===== src/rtl/turn_signal_seq_if.sv =====
// Switch-side requests and lamp-side outputs of the turn-signal sequencer.
// The brake input exists only when TURN_SEQ_BRAKE_EN is defined.
interface turn_signal_seq_if #(
  parameter int LAMPS = 3
);
  logic             left;
  logic             right;
  logic             hazard;
`ifdef TURN_SEQ_BRAKE_EN
  logic             brake;
`endif
  logic [LAMPS-1:0] L;
  logic [LAMPS-1:0] R;
  logic             busy;

`ifdef TURN_SEQ_BRAKE_EN
  modport master (output left, right, hazard, brake, input L, R, busy);
  modport slave  (input left, right, hazard, brake, output L, R, busy);
`else
  modport master (output left, right, hazard, input L, R, busy);
  modport slave  (input left, right, hazard, output L, R, busy);
`endif
endinterface


===== src/rtl/turn_signal_seq.sv =====
// Sequential turn-signal / hazard lamp controller.
// Progressive fill on turn requests, both-bank flash on hazard; every pattern
// step lasts TICK_DIV clocks. Optional brake overlay: TURN_SEQ_BRAKE_EN.
//
// state   | meaning
// --------+---------------------------------------------------------------
// IDLE    | lamps dark, sampling left/right/hazard every cycle
// RUN     | filling active side(s), `step` lamps lit from the inside out
// OFF     | all dark for one step period before returning to IDLE
// HAZ_ON  | both banks fully lit for one step period
// HAZ_OFF | both banks dark for one step period
module turn_signal_seq #(
  parameter int LAMPS    = 3,
  parameter int TICK_DIV = 1
) (
  input  logic                clk,
  input  logic                reset,
  turn_signal_seq_if.slave    bus
);

  typedef enum logic [2:0] {IDLE, RUN, OFF, HAZ_ON, HAZ_OFF} state_t;
  typedef enum logic [1:0] {M_LEFT, M_RIGHT, M_BOTH} mode_t;

  localparam logic [15:0] TICK_LAST = 16'(TICK_DIV - 1);
  localparam logic [3:0]  STEP_LAST = 4'(LAMPS);

  state_t      state, state_n;
  mode_t       mode, mode_n;
  logic [3:0]  step, step_n;
  logic [15:0] tick, tick_n;
  logic        boundary;

  assign boundary = (tick == TICK_LAST);

  // State, mode, step and tick registers with synchronous reset.
  always_ff @(posedge clk) begin
    if (reset) begin
      state <= IDLE;
      mode  <= M_LEFT;
      step  <= 4'd1;
      tick  <= '0;
    end else begin
      state <= state_n;
      mode  <= mode_n;
      step  <= step_n;
      tick  <= tick_n;
    end
  end

  // Next-state logic; the tick counter restarts whenever state or step moves.
  always_comb begin
    state_n = state;
    mode_n  = mode;
    step_n  = step;
    tick_n  = boundary ? '0 : tick + 16'd1;
    unique case (state)
      IDLE: begin
        tick_n = '0;
        step_n = 4'd1;
        if (bus.hazard) begin
          state_n = HAZ_ON;
        end else if (bus.left && bus.right) begin
          state_n = RUN;
          mode_n  = M_BOTH;
        end else if (bus.left) begin
          state_n = RUN;
          mode_n  = M_LEFT;
        end else if (bus.right) begin
          state_n = RUN;
          mode_n  = M_RIGHT;
        end
      end
      RUN: begin
        if (boundary) begin
          if (bus.hazard)             state_n = HAZ_ON;
          else if (step < STEP_LAST)  step_n  = step + 4'd1;
          else                        state_n = OFF;
        end
      end
      OFF: begin
        if (boundary) state_n = bus.hazard ? HAZ_ON : IDLE;
      end
      HAZ_ON: begin
        if (boundary) state_n = bus.hazard ? HAZ_OFF : IDLE;
      end
      HAZ_OFF: begin
        if (boundary) state_n = bus.hazard ? HAZ_ON : IDLE;
      end
      default: state_n = IDLE;
    endcase
  end

  logic [LAMPS-1:0] fill;
  logic             left_act, right_act;

  // Lamp decode from registered state; brake only lights sides not sequencing.
  always_comb begin
    fill      = ~({LAMPS{1'b1}} << step);
    left_act  = (state == RUN) && (mode != M_RIGHT);
    right_act = (state == RUN) && (mode != M_LEFT);
    bus.L     = '0;
    bus.R     = '0;
    bus.busy  = (state != IDLE);
    if (state == HAZ_ON) begin
      bus.L = '1;
      bus.R = '1;
    end else begin
      if (left_act)  bus.L = fill;
      if (right_act) bus.R = fill;
`ifdef TURN_SEQ_BRAKE_EN
      if (bus.brake && (state != HAZ_OFF)) begin
        if (!left_act)  bus.L = '1;
        if (!right_act) bus.R = '1;
      end
`endif
    end
  end

endmodule


===== src/flat_wrapper.sv =====
// flat-port wrapper written by rule: the top's interface ports become plain ports
module turn_signal_seq_flat 
#(
  parameter int LAMPS    = 3,
  parameter int TICK_DIV = 1
)
  (clk, reset, bus_left, bus_right, bus_hazard, bus_L, bus_R, bus_busy);
  turn_signal_seq_if #(.LAMPS(LAMPS)) bus_i ();
  input  logic clk;
  input  logic reset;
  input wire logic [$bits(bus_i.left)-1:0] bus_left;
  input wire logic [$bits(bus_i.right)-1:0] bus_right;
  input wire logic [$bits(bus_i.hazard)-1:0] bus_hazard;
  output wire logic [$bits(bus_i.L)-1:0] bus_L;
  output wire logic [$bits(bus_i.R)-1:0] bus_R;
  output wire logic [$bits(bus_i.busy)-1:0] bus_busy;
  assign bus_i.left = bus_left;
  assign bus_i.right = bus_right;
  assign bus_i.hazard = bus_hazard;
  assign bus_L = bus_i.L;
  assign bus_R = bus_i.R;
  assign bus_busy = bus_i.busy;
  turn_signal_seq #(.LAMPS(LAMPS), .TICK_DIV(TICK_DIV)) u_core (.clk(clk), .reset(reset), .bus(bus_i));
endmodule

===== config.mk =====
export PLATFORM = sky130hd
export DESIGN_NAME = turn_signal_seq_flat
export DESIGN_NICKNAME = d
export VERILOG_FILES = /design/src/rtl/turn_signal_seq_if.sv /design/src/rtl/turn_signal_seq.sv /design/src/flat_wrapper.sv
export SDC_FILE = /design/constraint.sdc
export NUM_CORES = 1
export LEC_CHECK = 0
export CORE_MARGIN = 3
export CORE_UTILIZATION = 58
export CTS_CLUSTER_SIZE = 28
export DETAILED_ROUTE_END_ITERATION = 10
export PLACE_DENSITY = 0.79
export SYNTH_ARGS = -nofsm -noshare
export SYNTH_HDL_FRONTEND = slang
export SYNTH_SLANG_ARGS = --single-unit

===== constraint.sdc =====
create_clock -name clk -period 4.6 [get_ports clk]
set_input_delay 1.15 -clock clk [delete_from_list [all_inputs] [get_ports clk]]
set_output_delay 1.15 -clock clk [all_outputs]
set_load 0.01 [all_outputs]

==> impl_metrics.json, run 1 <==
{
  "die_h_um": 53.4,
  "clock_sinks": 25,
  "cts_tree": "done",
  "synth-edff-count": 0,
  "hpwl_mm": 1.96,
  "min_period_ns": 3.60,
  "crit_path_start_kind": "register",
  "drt_wl_total_mm": 2.68,
  "cts_setup_buffers": 0,
  "drtAntennaViolNets": 0,
  "placement_rows": 16,
  "drv_cap": 0,
  "rsz0062_at_grt": "false",
  "first_global_vias": 1040,
  "core-area_um2": 2040,
  "clk_pin_slew_ns": 0.15,
  "power_density_nw_per_um2": 306,
  "ctsHoldBuffers": 0,
  "synth_nets": 161,
  "drtIter0Drc": 32,
  "setup_viol": 0,
  "crit_arrival_ns": 2.45,
  "numCtsBuffers": 3,
  "via_per_inst": 6.02,
  "finClkSkew_ns": 0.00867,
  "p_leak_nw": 0.480,
  "io_buffers": 11,
  "yosysWarnings": 0,
  "num-fill-cells": 166,
  "end_kind": "output port",
  "synth.distinct_cells": 41,
  "ys_seq_elements": 25,
  "worstPathCellList": "nor3b_1, o21ai_0, o21ai_0, clkdlybuf4s50_1",
  "diodes": 0,
  "cts_max_path_buffers": 2,
  "area_growth_pct": 11.4,
  "relSlewSlack": 0.531,
  "die_x_um": 53.4,
  "syn_inst": 153,
  "crit_fanout": 10,
  "grt_pass1_wl_mm": 4.52,
  "via_count": 1143,
  "fin_util": 0.711,
  "cp_common_cell": "o21ai_0",
  "drive_gt1_frac": 0.0613,
  "worst_pin_slew_ns": 0.698,
  "fin_crit_sh": 0.784,
  "h-tree-depth": 1,
  "grt_max_degree": 17,
  "drt_pre_antenna_iters": 4,
  "hold_class": "register to register",
  "io_pins": 12,
  "grtUsageTotal": 0.214,
  "synth_area_leaders": "dfxtp_1 (38%), nor2_1 (5.5%), xor2_1 (4.7%)",
  "crit_type": "register to output port",
  "yosysTopAreaCellShare": 0.384,
  "synth_area_um2": 1300,
  "ys_async_sr_fraction": 0,
  "root_buffer": "clkbuf_4",
  "final_cell_mix": "dfxtp_1 (25), nor2_1 (19), clkdlybuf4s50_1 (11)",
  "finalHoldViolCount": 0,
  "remaining_drc_errors": 0,
  "cp.required_ns": 3.45,
  "insertion_delay_ns": 0.34,
  "dieArea_um2": 2850,
  "seq_area_frac_synth": 0.384,
  "synthFlopType": "dfxtp_1",
  "initial_core_util": 0.638,
  "slowest_stage": "clkdlybuf4s50_1",
  "overflow": 0,
  "antenna_found_initial": 0,
  "wl_per_cell_um": 14.1,
  "cts_resized": 0,
  "fmax_mhz": 277,
  "yosysTopAreaCell": "dfxtp_1",
  "slew_violations": 0,
  "syn_area_per_cell_um2": 8.51,
  "place_congestion": 0.875,
  "tns_ns": 0,
  "outcome": "completed",
  "max_stage_delay_ns": 0.57,
  "peakVddDrop_mv": 0.348,
  "final_common_cell": "dfxtp_1",
  "final_nets": 172
}
-- flip-flops by register name, indices dropped and copies added, names as in the netlist --
| register | cells |
|---|---|
| u_core.state | 3 |
| u_core.mode | 2 |
| u_core.step | 4 |
| u_core.tick | 16 |
-- power by group --
group	total [mW]	internal, mW	switching [mW]
logic	0.0939	0.0478	0.0462
clock network	0.113	0.0356	0.0771
registers	0.237	0.224	0.0133
-- per-stage QoR --
step / area (µm²) / setup slack (ns) / cells / total power [mW] / hold slack, ns
2_1_floorplan: 1300 / 2.16 / 153 / 0.298 / 0.441
3_3_place_gp: 1420 / 1.57 / 186 / 0.330 / 0.453
3_5_place_dp: 1420 / 1.40 / 186 / 0.336 / 0.459
4_1_cts: 1450 / 0.993 / 190 / 0.444 / 0.478
5_1_grt: 1450 / 0.806 / 190 / 0.465 / 0.521
6_report: 1450 / 0.996 / 190 / 0.444 / 0.477
-- cells in the mapped netlist (all sizes together), types with 2 or more instances --
cell,instances
dfxtp,25
nor2,19
o21ai,10
nor3,8
nand2,7
nand3,7
xor2,7
a21oi,6
inv,6
xnor2,6
nand4,5
buf,4
nand2b,4
nor4,4
and4,3
ha,3
mux2i,3
a211oi,2
and2,2
and3b,2
nand3b,2
nor4b,2
o21a,2
-- worst paths after layout --
path                                                   start                          end  slack, ns  cells past startpoint
worst max-delay path            u_core.state[0]$_SDFFE_PP0P_                     bus_R[2]        1.0                      4
worst min-delay path             u_core.mode[1]$_SDFFE_PP0P_  u_core.mode[1]$_SDFFE_PP0P_       0.48                      2
worst max register to register     u_core.tick[0]$_SDFF_PP0_   u_core.tick[14]$_SDFF_PP0_       2.66                      6
worst min register to register   u_core.mode[1]$_SDFFE_PP0P_  u_core.mode[1]$_SDFFE_PP0P_       0.48                      2
-- layout make-up --
cell class / instances / area [µm²] / share of cell area
Inverter: 6 / 22.5 / 0.0155
Sequential cell: 25 / 500 / 0.345
Clock buffer: 3 / 22.5 / 0.0155
Tap cell: 27 / 33.8 / 0.0233
Timing Repair Buffer: 11 / 110 / 0.0759
Clock inverter: 1 / 8.76 / 0.00603
Multi-Input combinational cell: 117 / 753 / 0.519
-- layer usage --
| layer | GRT usage | wire length [µm] |
|---|---|---|
| met3 | 0.0394 | 99 |
| met4 | 0.0979 | 48 |
| met2 | 0.349 | 1240 |
| met1 | 0.269 | 1280 |
| met5 | 0 | 0 |
-- worst max-delay path: cells and delay by family (launching register included) --
kind,cells,cell delay (ns)
buffers and inverters,1,0.57
DFF,1,0.51
and+or+nand+nor,1,0.52
AOI/OAI and AO/OA,2,0.51
-- kinds of logic after synthesis --
group	after synthesis	share of synthesized area
simple gates	70	0.300
compound gates	27	0.132
flops	25	0.384
xor+xnor	13	0.0874
buf+inv	11	0.0375
fa+ha+maj	4	0.0365
mux	3	0.0231
No activity file was read; power rests on OpenSTA's default activity.
==> run 2, diff against run 1 <==
--- a/config.mk
+++ b/config.mk
@@ -6,10 +6,10 @@
 export NUM_CORES = 1
 export LEC_CHECK = 0
 export CORE_MARGIN = 3
-export CORE_UTILIZATION = 58
+export CORE_UTILIZATION = 55
 export CTS_CLUSTER_SIZE = 28
 export DETAILED_ROUTE_END_ITERATION = 10
-export PLACE_DENSITY = 0.79
+export PLACE_DENSITY = 0.76
 export SYNTH_ARGS = -nofsm -noshare
 export SYNTH_HDL_FRONTEND = slang
 export SYNTH_SLANG_ARGS = --single-unit
==> constraint.sdc (replaced) <==
create_clock -name clk -period 3.7 [get_ports clk]
set_input_delay 0.925 -clock clk [delete_from_list [all_inputs] [get_ports clk]]
set_output_delay 0.925 -clock clk [all_outputs]
set_load 0.01 [all_outputs]
==> impl_metrics.json, run 2 (same netlist as run 1, synthesis figures left out) <==
{
  "outcome": "completed",
  "insertion_delay_ns": 0.33,
  "drv_cap": 0,
  "intPower_uw": 379,
  "clk_pin_slew_ns": 0.14,
  "initial_core_util": 0.620,
  "grt_pass1_wl_mm": 4.40,
  "power_density_nw_per_um2": 368,
  "grt_max_degree": 16,
  "r2r_end": "u_core.tick[3]$_SDFF_PP0_",
  "via_per_inst": 5.86,
  "crit_fanout": 10,
  "drtAntennaViolNets": 0,
  "swShare": 0.290,
  "tns_ns": 0,
  "relSlewSlack": 0.562,
  "largest_reg_flops": 16,
  "reg2reg_depth": 6,
  "p_comb_frac": 0.216,
  "peakVddDrop_mv": 0.295,
  "reg_top3": "u_core.tick x16, u_core.step x4, u_core.state x3",
  "h-tree-depth": 1,
  "power_uw": 534,
  "grtUsageTotal": 0.207,
  "crit_type": "register to output port",
  "slew_violations": 0,
  "seqPwrFrac": 0.552,
  "holdPathStages": 2,
  "dieArea_um2": 2990,
  "root_buffer": "clkbuf_4",
  "worst_pin_slew_ns": 0.651,
  "crit_arrival_ns": 2.36,
  "antenna_found_initial": 0,
  "io_buffers": 11,
  "via_count": 1113,
  "fmax_mhz": 305,
  "die_h_um": 54.7,
  "end_kind": "output port",
  "final_cell_mix": "dfxtp_1 (25), nor2_1 (19), clkdlybuf4s50_1 (11)",
  "final_nets": 172,
  "drtIter0Drc": 29,
  "ctsHoldBuffers": 0,
  "cts_tree": "done",
  "remaining_drc_errors": 0,
  "die_x_um": 54.7,
  "area_growth_pct": 11.3,
  "cp.required_ns": 2.77,
  "layoutNonFillerInstCount": 190,
  "min_to": "u_core.mode[1]$_SDFFE_PP0P_",
  "rsz0062_at_grt": "false",
  "numCtsBuffers": 3,
  "first_global_vias": 973,
  "drt_wl_total_mm": 2.58,
  "fin_crit_sh": 0.887,
  "reg2reg_from": "u_core.tick[1]$_SDFF_PP0_",
  "diodes": 0,
  "final_common_cell": "dfxtp_1",
  "io_pins": 12,
  "clock_sinks": 25,
  "hold_class": "register to register",
  "r2r_slack_ns": 1.82,
  "place_congestion": 0.842,
  "crit_path_start_kind": "register",
  "finalHoldViolCount": 0,
  "overflow": 0,
  "setup_viol": 0,
  "p_switching_uw": 155,
  "hp-start": "u_core.mode[1]$_SDFFE_PP0P_",
  "placement_rows": 16,
  "finClkSkew_ns": 0.0177,
  "min_period_ns": 3.28,
  "cts_setup_buffers": 0,
  "top_register": "u_core.tick",
  "place_inst": 186,
  "hpwl_mm": 1.93,
  "cts_resized": 0,
  "core-area_um2": 2100,
  "drt_pre_antenna_iters": 4,
  "clkPwrFrac": 0.232,
  "wl_per_cell_um": 13.6,
  "cts_max_path_buffers": 2,
  "drive_gt1_frac": 0.0613,
  "p_leak_nw": 0.475
}
==> run 2: area by class of cell <==
type,count,area (µm²)
Clock buffer,3,22.5
Clock inverter,1,7.51
Fill cell,188,652
Inverter,6,22.5
Multi-Input combinational cell,117,753
Sequential cell,25,500
Tap cell,27,33.8
Timing Repair Buffer,11,110
==> run 2: power groups by stage <==
stage / clock, mW / sequential, mW / combinational (mW)
2_1_floorplan: 0 / 0.289 / 0.0815
3_3_place_gp: 0 / 0.299 / 0.111
3_5_place_dp: 0 / 0.300 / 0.115
4_1_cts: 0.129 / 0.294 / 0.115
5_1_grt: 0.139 / 0.297 / 0.130
6_report: 0.124 / 0.295 / 0.115
==> run 2: worst max-delay path by stage <==
stage / from / slack, ns / end / cells after the start
2_1_floorplan: u_core.state[0]$_SDFFE_PP0P_ / 1.48 / bus_R[0] / 4
3_3_place_gp: u_core.state[0]$_SDFFE_PP0P_ / 0.91 / bus_L[2] / 4
3_5_place_dp: u_core.state[0]$_SDFFE_PP0P_ / 0.84 / bus_R[1] / 4
4_1_cts: u_core.state[0]$_SDFFE_PP0P_ / 0.45 / bus_R[1] / 4
5_1_grt: u_core.state[0]$_SDFFE_PP0P_ / 0.16 / bus_R[1] / 4
6_report: u_core.state[0]$_SDFFE_PP0P_ / 0.42 / bus_L[1] / 4
==> run 2: per-layer routing <==
metal,up-vias,GRT usage,wire [µm]
li1,571,-,-
met1,519,0.279,1280
met2,19,0.323,1180
met3,4,0.0490,93
met4,0,0.0622,29
met5,-,0,0
==> run 2: stage by stage <==
| step | instance area (µm²) | hold WS, ns | util | worst slack, ns |
|---|---|---|---|---|
| finish | 1450 | 0.477 | 0.690 | 0.419 |
| global route | 1450 | 0.514 | 0.690 | 0.156 |
| CTS | 1450 | 0.483 | 0.690 | 0.450 |
| detailed placement | 1420 | 0.464 | 0.676 | 0.836 |
| global placement | 1420 | 0.458 | 0.676 | 0.910 |
| floorplan | 1300 | 0.441 | - | 1.48 |
==> run 2: critical path, cell delays in order, from the launching register on <==
cell	delay, ns
dfxtp_1	0.51
nor3b_1	0.49
o21ai_0	0.25
o21ai_0	0.22
clkdlybuf4s50_1	0.56
==> run 3, diff against run 2 <==
--- a/config.mk
+++ b/config.mk
@@ -5,7 +5,7 @@
 export SDC_FILE = /design/constraint.sdc
 export NUM_CORES = 1
 export LEC_CHECK = 0
-export CORE_MARGIN = 3
+export CORE_MARGIN = 10
 export CORE_UTILIZATION = 55
 export CTS_CLUSTER_SIZE = 28
 export DETAILED_ROUTE_END_ITERATION = 10
==> impl_metrics.json, run 3 (same netlist as run 1, synthesis figures left out) <==
{
  "root_buffer": "clkbuf_4",
  "slowest_stage": "clkdlybuf4s50_1",
  "h-tree-depth": 1,
  "place_congestion": 0.787,
  "via_count": 1099,
  "crit_start": "u_core.state[0]$_SDFFE_PP0P_",
  "clkPwrFrac": 0.236,
  "antenna_found_initial": 0,
  "place_inst": 187,
  "end_kind": "output port",
  "fmax_mhz": 304,
  "final_cell_mix": "dfxtp_1 (25), nor2_1 (19), clkdlybuf4s50_1 (11)",
  "reg_top3": "u_core.tick x16, u_core.step x4, u_core.state x3",
  "final_nets": 172,
  "hold_class": "register to register",
  "grtUsageTotal": 0.116,
  "dieArea_um2": 4710,
  "insertion_delay_ns": 0.33,
  "power_density_nw_per_um2": 371,
  "initial_core_util": 0.583,
  "via_per_inst": 5.75,
  "swShare": 0.292,
  "seqPwrFrac": 0.550,
  "slew_violations": 0,
  "max_stage_delay_ns": 0.57,
  "remaining_drc_errors": 0,
  "intPower_uw": 380,
  "peakVddDrop_mv": 0.258,
  "cp_common_cell": "o21ai_0",
  "grt_pass1_wl_mm": 4.26,
  "first_global_vias": 1005,
  "drive_gt1_frac": 0.0552,
  "relSlewSlack": 0.559,
  "top_register": "u_core.tick",
  "area_growth_pct": 11.1,
  "hpwl_mm": 1.92,
  "die_x_um": 68.7,
  "drtIter0Drc": 77,
  "final_common_cell": "dfxtp_1",
  "crit_type": "register to output port",
  "fin_crit_sh": 0.888,
  "crit_path_start_kind": "register",
  "final_area_um2": 1450,
  "worst_pin_slew_ns": 0.656,
  "clk_pin_slew_ns": 0.14,
  "num-fill-cells": 200,
  "clock_sinks": 25,
  "reg2reg_from": "u_core.tick[0]$_SDFF_PP0_",
  "place_area_um2": 1420,
  "grt_max_degree": 16,
  "p_comb_frac": 0.213,
  "drt_wl_total_mm": 2.58,
  "min_period_ns": 3.29,
  "setup_viol": 0,
  "finalHoldViolCount": 0,
  "hold_ws_ns": 0.481,
  "cts_resized": 0,
  "layoutNonFillerInstCount": 191,
  "p_leak_nw": 0.476,
  "largest_reg_flops": 16,
  "tns_ns": 0,
  "drt_pre_antenna_iters": 4,
  "cts_max_path_buffers": 2,
  "wl_per_cell_um": 13.5,
  "numCtsBuffers": 3,
  "diodes": 0,
  "hp-start": "u_core.mode[1]$_SDFFE_PP0P_",
  "fin_util": 0.648,
  "io_buffers": 11,
  "outcome": "completed",
  "cts_tree": "done",
  "core-area_um2": 2230,
  "io_pins": 12,
  "cts_setup_buffers": 0,
  "finClkSkew_ns": 0.00245,
  "placement_rows": 17,
  "worstPathCellList": "nor3b_1, o21ai_0, o21ai_0, clkdlybuf4s50_1",
  "crit_arrival_ns": 2.36,
  "cp.required_ns": 2.77,
  "drtAntennaViolNets": 0,
  "drv_cap": 0,
  "p_switching_uw": 157,
  "overflow": 0,
  "rsz0062_at_grt": "false",
  "die_h_um": 68.7,
  "crit_fanout": 10,
  "ctsHoldBuffers": 0
}
-- run 3: changes by cell type in the layout (fill, tap and decap cells not counted) --
cell,change
clkinvlp_4,-1
clkbuf_1,+1
-- run 3: power by group through the flow --
stage,Combinational [mW],Clock (mW),Sequential [mW]
finish,0.115,0.127,0.295
detailed placement,0.115,0,0.301
global route,0.127,0.143,0.297
floorplan,0.0815,0,0.289
global placement,0.111,0,0.299
CTS,0.115,0.130,0.295
-- run 3: path summary, 6_finish.rpt --
kind	end	slack, ns	depth (start not counted)
setup / recovery	bus_L[0]	0.41	4
setup reg to reg	u_core.tick[12]$_SDFF_PP0_	1.81	6
hold reg to reg	u_core.mode[1]$_SDFFE_PP0P_	0.48	2
hold / removal	u_core.mode[1]$_SDFFE_PP0P_	0.48	2
-- run 3: layout make-up --
type                    instances  area, µm²  share of cell area
flip-flops and latches         25        500               0.346
well taps                      28       35.0              0.0242
multi-input cells             117        753               0.520
inverters                       6       22.5              0.0156
repair buffers                 11        110              0.0761
clock buffers                   4       26.3              0.0182
-- run 3: stage by stage --
step                setup WS (ns)  power, mW
floorplan                    1.48      0.371
finish                      0.414      0.536
global placement            0.926      0.411
detailed placement          0.811      0.415
CTS                         0.409      0.540
global route                0.175      0.566
-- run 3: routing by layer --
metal / share of wire / global-route usage
met3: 0.044 / 0.0209
met1: 0.50 / 0.147
met4: 0.024 / 0.0729
met2: 0.43 / 0.176
met5: 0 / 0
-- run 3: critical path: cells and delay by family (launching register included) --
family	cells	cell delay (ns)
flip-flops	1	0.52
buffers and inverters	1	0.57
AND/OR/NAND/NOR	1	0.49
AO/OA/AOI/OAI	2	0.46
